[src/rtl/mips_pkg.sv]
// Shared encodings for the multicycle MIPS control path.
// Opcodes, FSM states, mux selects and fault codes.
package mips_pkg;

  localparam logic [5:0] OP_RTYPE = 6'b000000;
  localparam logic [5:0] OP_LW    = 6'b100011;
  localparam logic [5:0] OP_SW    = 6'b101011;
  localparam logic [5:0] OP_BEQ   = 6'b000100;
  localparam logic [5:0] OP_ADDI  = 6'b001000;
  localparam logic [5:0] OP_J     = 6'b000010;

  typedef enum logic [3:0] {
    S_FETCH,
    S_DECODE,
    S_MEMADR,
    S_MEMREAD,
    S_MEMWB,
    S_MEMWRITE,
    S_EXECUTE,
    S_ALUWB,
    S_BRANCH,
    S_ADDIEX,
    S_ADDIWB,
    S_JUMP,
    S_HALT
  } state_t;

  localparam logic [1:0] ALUOP_ADD   = 2'b00;
  localparam logic [1:0] ALUOP_SUB   = 2'b01;
  localparam logic [1:0] ALUOP_FUNCT = 2'b10;

  localparam logic [1:0] SRCB_B     = 2'b00;
  localparam logic [1:0] SRCB_4     = 2'b01;
  localparam logic [1:0] SRCB_IMM   = 2'b10;
  localparam logic [1:0] SRCB_IMMSH = 2'b11;

  localparam logic [1:0] PCSRC_ALU    = 2'b00;
  localparam logic [1:0] PCSRC_ALUOUT = 2'b01;
  localparam logic [1:0] PCSRC_JUMP   = 2'b10;

  localparam logic [1:0] FAULT_NONE    = 2'b00;
  localparam logic [1:0] FAULT_ILLEGAL = 2'b01;
  localparam logic [1:0] FAULT_TIMEOUT = 2'b10;

  function automatic logic is_mem_wait(state_t s);
    return s inside {S_FETCH, S_MEMREAD, S_MEMWRITE};
  endfunction

endpackage

[src/rtl/mips_multicycle_ctrl_if.sv]
// Shared memory request/ready bus between control FSM and memory.
// The controller is master; memory answers with mem_ready.
interface mips_multicycle_ctrl_if;

  logic iord;
  logic mem_read;
  logic mem_write;
  logic mem_ready;

  modport master (
    output iord,
    output mem_read,
    output mem_write,
    input  mem_ready
  );

  modport slave (
    input  iord,
    input  mem_read,
    input  mem_write,
    output mem_ready
  );

endinterface

[src/rtl/mips_multicycle_ctrl.sv]
// Multicycle MIPS main control FSM with memory watchdog,
// sticky fault/halt and retired-instruction counter.
module mips_multicycle_ctrl
  import mips_pkg::*;
#(
  parameter int MEM_TIMEOUT = 16,
  parameter int CNT_W       = 32
) (
  input  logic             clk,
  input  logic             reset,
  input  logic [5:0]       opcode,
  input  logic             zero,
  mips_multicycle_ctrl_if.master mem,
  output logic             ir_write,
  output logic             reg_dst,
  output logic             mem_to_reg,
  output logic             reg_write,
  output logic             alu_src_a,
  output logic [1:0]       alu_src_b,
  output logic [1:0]       alu_op,
  output logic [1:0]       pc_src,
  output logic             pc_en,
  output logic             instr_done,
  output logic             fault,
  output logic [1:0]       fault_code,
  output logic [CNT_W-1:0] retired
);

  localparam int WD_W =
    (MEM_TIMEOUT > 0) ? $clog2(MEM_TIMEOUT + 1) : 1;
  localparam logic [WD_W-1:0] WD_MAX =
    WD_W'(MEM_TIMEOUT - 1);
  localparam bit WD_EN = (MEM_TIMEOUT > 0);

  state_t           state_q, state_d;
  logic [1:0]       code_q, code_d;
  logic [WD_W-1:0]  wd_q;
  logic [CNT_W-1:0] retired_q;
  logic             timeout;

  logic iord_s, mrd_s, mwr_s, irw_s, rw_s;
  logic pcw_s, br_s, done_s;

  assign timeout = WD_EN && is_mem_wait(state_q)
                && !mem.mem_ready && (wd_q == WD_MAX);

  always_comb begin
    state_d = state_q;
    code_d  = code_q;
    unique case (state_q)
      S_FETCH:
        if (mem.mem_ready) state_d = S_DECODE;
      S_DECODE:
        unique case (1'b1)
          (opcode == OP_LW),
          (opcode == OP_SW):    state_d = S_MEMADR;
          (opcode == OP_RTYPE): state_d = S_EXECUTE;
          (opcode == OP_BEQ):   state_d = S_BRANCH;
          (opcode == OP_ADDI):  state_d = S_ADDIEX;
          (opcode == OP_J):     state_d = S_JUMP;
          default: begin
            state_d = S_HALT;
            code_d  = FAULT_ILLEGAL;
          end
        endcase
      S_MEMADR:
        state_d = (opcode == OP_SW) ? S_MEMWRITE : S_MEMREAD;
      S_MEMREAD:
        if (mem.mem_ready) state_d = S_MEMWB;
      S_MEMWRITE:
        if (mem.mem_ready) state_d = S_FETCH;
      S_EXECUTE: state_d = S_ALUWB;
      S_ADDIEX:  state_d = S_ADDIWB;
      S_ALUWB, S_ADDIWB, S_MEMWB,
      S_BRANCH, S_JUMP: state_d = S_FETCH;
      default: state_d = S_HALT;
    endcase
    if (timeout) begin
      state_d = S_HALT;
      code_d  = FAULT_TIMEOUT;
    end
  end

  always_comb begin
    iord_s     = 1'b0;
    mrd_s      = 1'b0;
    mwr_s      = 1'b0;
    irw_s      = 1'b0;
    rw_s       = 1'b0;
    pcw_s      = 1'b0;
    br_s       = 1'b0;
    done_s     = 1'b0;
    reg_dst    = 1'b0;
    mem_to_reg = 1'b0;
    alu_src_a  = 1'b0;
    alu_src_b  = SRCB_B;
    alu_op     = ALUOP_ADD;
    pc_src     = PCSRC_ALU;
    unique case (state_q)
      S_FETCH: begin
        mrd_s     = 1'b1;
        alu_src_b = SRCB_4;
        irw_s     = mem.mem_ready;
        pcw_s     = mem.mem_ready;
      end
      S_DECODE: alu_src_b = SRCB_IMMSH;
      S_MEMADR, S_ADDIEX: begin
        alu_src_a = 1'b1;
        alu_src_b = SRCB_IMM;
      end
      S_MEMREAD: begin
        iord_s = 1'b1;
        mrd_s  = 1'b1;
      end
      S_MEMWB: begin
        mem_to_reg = 1'b1;
        rw_s       = 1'b1;
        done_s     = 1'b1;
      end
      S_MEMWRITE: begin
        iord_s = 1'b1;
        mwr_s  = 1'b1;
        done_s = mem.mem_ready;
      end
      S_EXECUTE: begin
        alu_src_a = 1'b1;
        alu_op    = ALUOP_FUNCT;
      end
      S_ALUWB: begin
        reg_dst = 1'b1;
        rw_s    = 1'b1;
        done_s  = 1'b1;
      end
      S_BRANCH: begin
        alu_src_a = 1'b1;
        alu_op    = ALUOP_SUB;
        pc_src    = PCSRC_ALUOUT;
        br_s      = 1'b1;
        done_s    = 1'b1;
      end
      S_ADDIWB: begin
        rw_s   = 1'b1;
        done_s = 1'b1;
      end
      S_JUMP: begin
        pc_src = PCSRC_JUMP;
        pcw_s  = 1'b1;
        done_s = 1'b1;
      end
      default: ;
    endcase
  end

  // Strobes are gated by reset so an async reset kills writes at once
  assign mem.iord      = iord_s;
  assign mem.mem_read  = mrd_s & reset;
  assign mem.mem_write = mwr_s & reset;
  assign ir_write      = irw_s & reset;
  assign reg_write     = rw_s & reset;
  assign pc_en         = (pcw_s | (br_s & zero)) & reset;
  assign instr_done    = done_s & reset;
  assign fault         = (state_q == S_HALT);
  assign fault_code    = code_q;
  assign retired       = retired_q;

  always_ff @(posedge clk or negedge reset) begin
    if (!reset) begin
      state_q   <= S_FETCH;
      code_q    <= FAULT_NONE;
      wd_q      <= '0;
      retired_q <= '0;
    end else begin
      state_q <= state_d;
      code_q  <= code_d;
      if (state_d != state_q || mem.mem_ready)
        wd_q <= '0;
      else if (is_mem_wait(state_q))
        wd_q <= wd_q + WD_W'(1);
      if (done_s)
        retired_q <= retired_q + CNT_W'(1);
    end
  end

endmodule

[src/flat_wrapper.sv]
// flat-port wrapper written by rule: the top's interface ports become plain ports
module mips_multicycle_ctrl_flat import mips_pkg::*;
#(
  parameter int MEM_TIMEOUT = 16,
  parameter int CNT_W       = 32
)
  (clk, reset, opcode, zero, ir_write, reg_dst, mem_to_reg, reg_write, alu_src_a, alu_src_b, alu_op, pc_src, pc_en, instr_done, fault, fault_code, retired, mem_iord, mem_mem_read, mem_mem_write, mem_mem_ready);
  mips_multicycle_ctrl_if mem_i ();
  input  logic clk;
  input  logic reset;
  input  logic [5:0] opcode;
  input  logic zero;
  output logic ir_write;
  output logic reg_dst;
  output logic mem_to_reg;
  output logic reg_write;
  output logic alu_src_a;
  output logic [1:0] alu_src_b;
  output logic [1:0] alu_op;
  output logic [1:0] pc_src;
  output logic pc_en;
  output logic instr_done;
  output logic fault;
  output logic [1:0] fault_code;
  output logic [CNT_W-1:0] retired;
  output wire logic [$bits(mem_i.iord)-1:0] mem_iord;
  output wire logic [$bits(mem_i.mem_read)-1:0] mem_mem_read;
  output wire logic [$bits(mem_i.mem_write)-1:0] mem_mem_write;
  input wire logic [$bits(mem_i.mem_ready)-1:0] mem_mem_ready;
  assign mem_iord = mem_i.iord;
  assign mem_mem_read = mem_i.mem_read;
  assign mem_mem_write = mem_i.mem_write;
  assign mem_i.mem_ready = mem_mem_ready;
  mips_multicycle_ctrl #(.MEM_TIMEOUT(MEM_TIMEOUT), .CNT_W(CNT_W)) u_core (.clk(clk), .reset(reset), .opcode(opcode), .zero(zero), .mem(mem_i), .ir_write(ir_write), .reg_dst(reg_dst), .mem_to_reg(mem_to_reg), .reg_write(reg_write), .alu_src_a(alu_src_a), .alu_src_b(alu_src_b), .alu_op(alu_op), .pc_src(pc_src), .pc_en(pc_en), .instr_done(instr_done), .fault(fault), .fault_code(fault_code), .retired(retired));
endmodule
[config.mk]
export PLATFORM = sky130hd
export DESIGN_NAME = mips_multicycle_ctrl_flat
export DESIGN_NICKNAME = d
export VERILOG_FILES = /design/src/rtl/mips_pkg.sv /design/src/rtl/mips_multicycle_ctrl_if.sv /design/src/rtl/mips_multicycle_ctrl.sv /design/src/flat_wrapper.sv
export SDC_FILE = /design/constraint.sdc
export NUM_CORES = 1
export LEC_CHECK = 0
export CORE_ASPECT_RATIO = 1.25
export CORE_MARGIN = 3
export CORE_UTILIZATION = 53
export CTS_CLUSTER_DIAMETER = 30
export DETAILED_ROUTE_END_ITERATION = 6
export PLACE_DENSITY = 0.85
export SETUP_SLACK_MARGIN = 0.4
export SLEW_MARGIN = 20
export SYNTH_ARGS = -nofsm -noshare
export SYNTH_HDL_FRONTEND = slang
export SYNTH_SLANG_ARGS = --single-unit
[constraint.sdc]
create_clock -name clk -period 6.7 [get_ports clk]
set_clock_uncertainty 0.2 [all_clocks]
set_input_delay 1.34 -clock clk [delete_from_list [all_inputs] [get_ports clk]]
set_output_delay 1.34 -clock clk [all_outputs]
set_load 0.005 [all_outputs]
==> out/qor.tcl <==
set qor(layout_common_cells) {59 x clkdlybuf4s50_1, 43 x dfrtp_1, 29 x nand2_1, 27 x xnor2_1, 18 x nor2_1}
set qor(syn-instance-count) 261
set qor(area_growth_pct) 28.0
set qor(clock-sinks) 43
set qor(tritoncts) {done}
set qor(synth.ff_latch_count) 43
set qor(grt_first_pass_wirelength_um) 9050
set qor(cts-htree-levels) 2
set qor(placement_rows) 27
set qor(critical_path.startpoint) {mem_mem_ready}
set qor(routed_wire_length_per_instance_um) 14.5
set qor(worst_setup_ep) {instr_done}
set qor(setup_total_negative_slack_ns) 0
set qor(die-height_um) 82.7
set qor(post_cts_resize_count) 0
set qor(fp.coreArea_um2) 4460
set qor(yosysSeqAreaShare) 0.432
set qor(max_freq_mhz) 204
set qor(clk_latency_ns) 0.30
set qor(cts_hold_buffers) 0
set qor(ctsRootBufferMaster) {clkbuf_8}
set qor(grt.total_usage) 0.210
set qor(arrival_time_at_the_worst_endpoint_ns) 3.36
set qor(tightestPinTransition_ns) 0.681
set qor(synth_nets) 274
set qor(timing.final.crit_period_ns) 4.90
set qor(boundaryPins) 61
set qor(detailed_router_s_first_iteration_violation_count) 110
set qor(worstReg2RegEnd) {u_core.retired[29]}
set qor(rsz_0062_raised_after_global_routing) {false}
set qor(drt-pass1-iter-count) 4
set qor(stdcell_count) 376
set qor(critPathCaptureType) {primary output}
set qor(setup_viol) 0
set qor(synth_ff_type) {dfrtp_1}
set qor(post-route-drc-count) 0
set qor(syn-cell-area_um2) 2490
set qor(hp-class) {reg -> reg}
set qor(grt_antenna_before_repair) 0
set qor(cap_violations) 0
set qor(status) {completed}
set qor(route.final.wire_length_um) 5460
set qor(post_cts_setup_bufs) 0
set qor(die_width_um) 67.3
set qor(vias_per_cell) 5.66
set qor(worstReg2RegStart) {u_core.state_q[1]}
set qor(r2r.worst_path.cells) 6
set qor(path_clk_slew_ns) 0.09
set qor(cts_buffers) 5
set qor(final-max-slew-violation-count) 0
set qor(count_of_inserted_antenna_diode_cells) 0
set qor(final_hold_vios) 0
set qor(antenna_left) 0
set qor(layout.filler_cells) 345
set qor(num-nets-final) 330
set qor(power_per_cell_area_nw_per_um2) 301
set qor(syn_area_per_cell_um2) 9.54
set qor(first_global_vias) 1992
set qor(worst_slew_margin_rel) 0.546
set qor(path_max_fanout) 7
set qor(place_hpwl_um) 4050
set qor(static-leakage-power_nw) 1.32
set qor(reg2reg_slack_ns) 3.83
set qor(port_buffers) 60
set qor(vdd.ir_drop.worst_v) 0.000201
set qor(final_period_utilization) 0.732
set qor(grt_start_max_net_pins) 47
set qor(dp.cells) 368
set qor(synth-edff-count) 0
set qor(dr_total_vias) 2130
set qor(globalRoute.totalOverflow) 0
set qor(yosysUniqueCellTypes) 54
set qor(yosys_warnings) 0
set qor(fp.dieArea_um2) 5560
set qor(globalplace.congestion) 0.893
set qor(setup.worst_path.class) {in -> out}
set qor(max_root_sink_buffers) 2
set qor(effective_utilization_at_floorplan) 0.559
set qor(cp.required_ns) 5.16
set qor(postSynth.asyncResetShare) 1.00
set qor(layout_commonest_cell) {clkdlybuf4s50_1}
set qor(timing.critical_path.from_type) {input pin}
set qor(drive_gt1_frac) 0.0755
-- area by class of cell --
class,count,area [µm²],area share
multi-input combinational,200,1320,0.415
clock buffer,5,68.8,0.0216
inverter,6,22.5,0.00706
tap,58,72.6,0.0228
sequential,43,1080,0.337
clock inverter,3,23.8,0.00745
timing repair buffer,61,603,0.189
-- layer usage --
layer	track usage	vias to the layer above	wire (µm)
met5	0	-	0
met4	0.0629	0	28
met3	0.0365	4	276
met2	0.375	69	2870
met1	0.256	1016	2280
li1	-	1041	-
-- worst max-delay path: stages --
cell	delay, ns
clkdlybuf4s50_1	0.61
nand2_1	0.13
a221oi_1	0.58
and2_1	0.21
clkdlybuf4s50_1	0.50
-- report_power, final --
group | internal, W | switching, W
Sequential | 0.000291 | 0.0000805
Combinational | 0.000209 | 0.000209
Clock | 0.0000746 | 0.0000948
Total | 0.000575 | 0.000385
-- state kept, by name (all words and copies together) (netlist names) --
signal / cells
u_core.wd_q: 5
u_core.state_q: 4
u_core.retired: 32
u_core.fault_code: 2
-- cells by family (layout without fill, tap and decap cells) --
kind of cell | after synthesis | in the layout | share of synthesized area
DFF | 43 | 43 | 0.432
AOI/OAI and AO/OA | 35 | 35 | 0.102
and+or+nand+nor | 120 | 120 | 0.263
adders and majority gates | 3 | 3 | 0.0151
buffers and inverters | 18 | 75 | 0.0372
muxes | 5 | 5 | 0.0206
xor gates and xnor gates | 37 | 37 | 0.130
-- per-stage QoR --
step | hold slack [ns] | util | setup WS, ns | instance area [µm²] | total power [W]
global placement | 0.266 | 0.694 | 1.82 | 3100 | 0.000783
global route | 0.304 | 0.715 | 1.67 | 3190 | 0.00103
detailed placement | 0.265 | 0.694 | 1.78 | 3100 | 0.000794
CTS | 0.278 | 0.715 | 1.79 | 3190 | 0.000965
floorplan | 0.268 | - | 3.06 | 2490 | 0.000641
finish | 0.271 | 0.715 | 1.80 | 3190 | 0.000959
-- synthesized netlist by cell type, drive strengths merged, types with 2 or more instances --
library cell,instances,share of area
a21o,2,0.0060
mux2i,4,0.016
buf,11,0.027
a31oi,3,0.0075
o221ai,2,0.0070
nor2,20,0.034
or4,2,0.0090
or3,3,0.0075
nor4,4,0.010
o211ai,2,0.0060
nor2b,5,0.013
a211oi,2,0.0080
nand3,15,0.032
xnor2,27,0.095
nor3,13,0.033
nand2b,2,0.0050
inv,5,0.0075
ha,3,0.015
a21oi,8,0.019
and3,9,0.023
nand4,9,0.023
dfrtp,43,0.43
xor2,10,0.035
and4,4,0.014
nand2,29,0.044
o21ai,8,0.018
-- worst min path at each step --
stage                     depth (start not counted)                 end  slack, ns                from
after floorplan                                   1  u_core.retired[31]       0.27  u_core.retired[31]
after global placement                            1  u_core.retired[31]       0.27  u_core.retired[31]
after detailed placement                          1  u_core.retired[31]       0.26  u_core.retired[31]
after CTS                                         1  u_core.retired[31]       0.28  u_core.retired[31]
after global routing                              1  u_core.retired[31]       0.30  u_core.retired[31]
final                                             1  u_core.retired[31]       0.27  u_core.retired[31]
No activity file was read; power rests on OpenSTA's default activity.
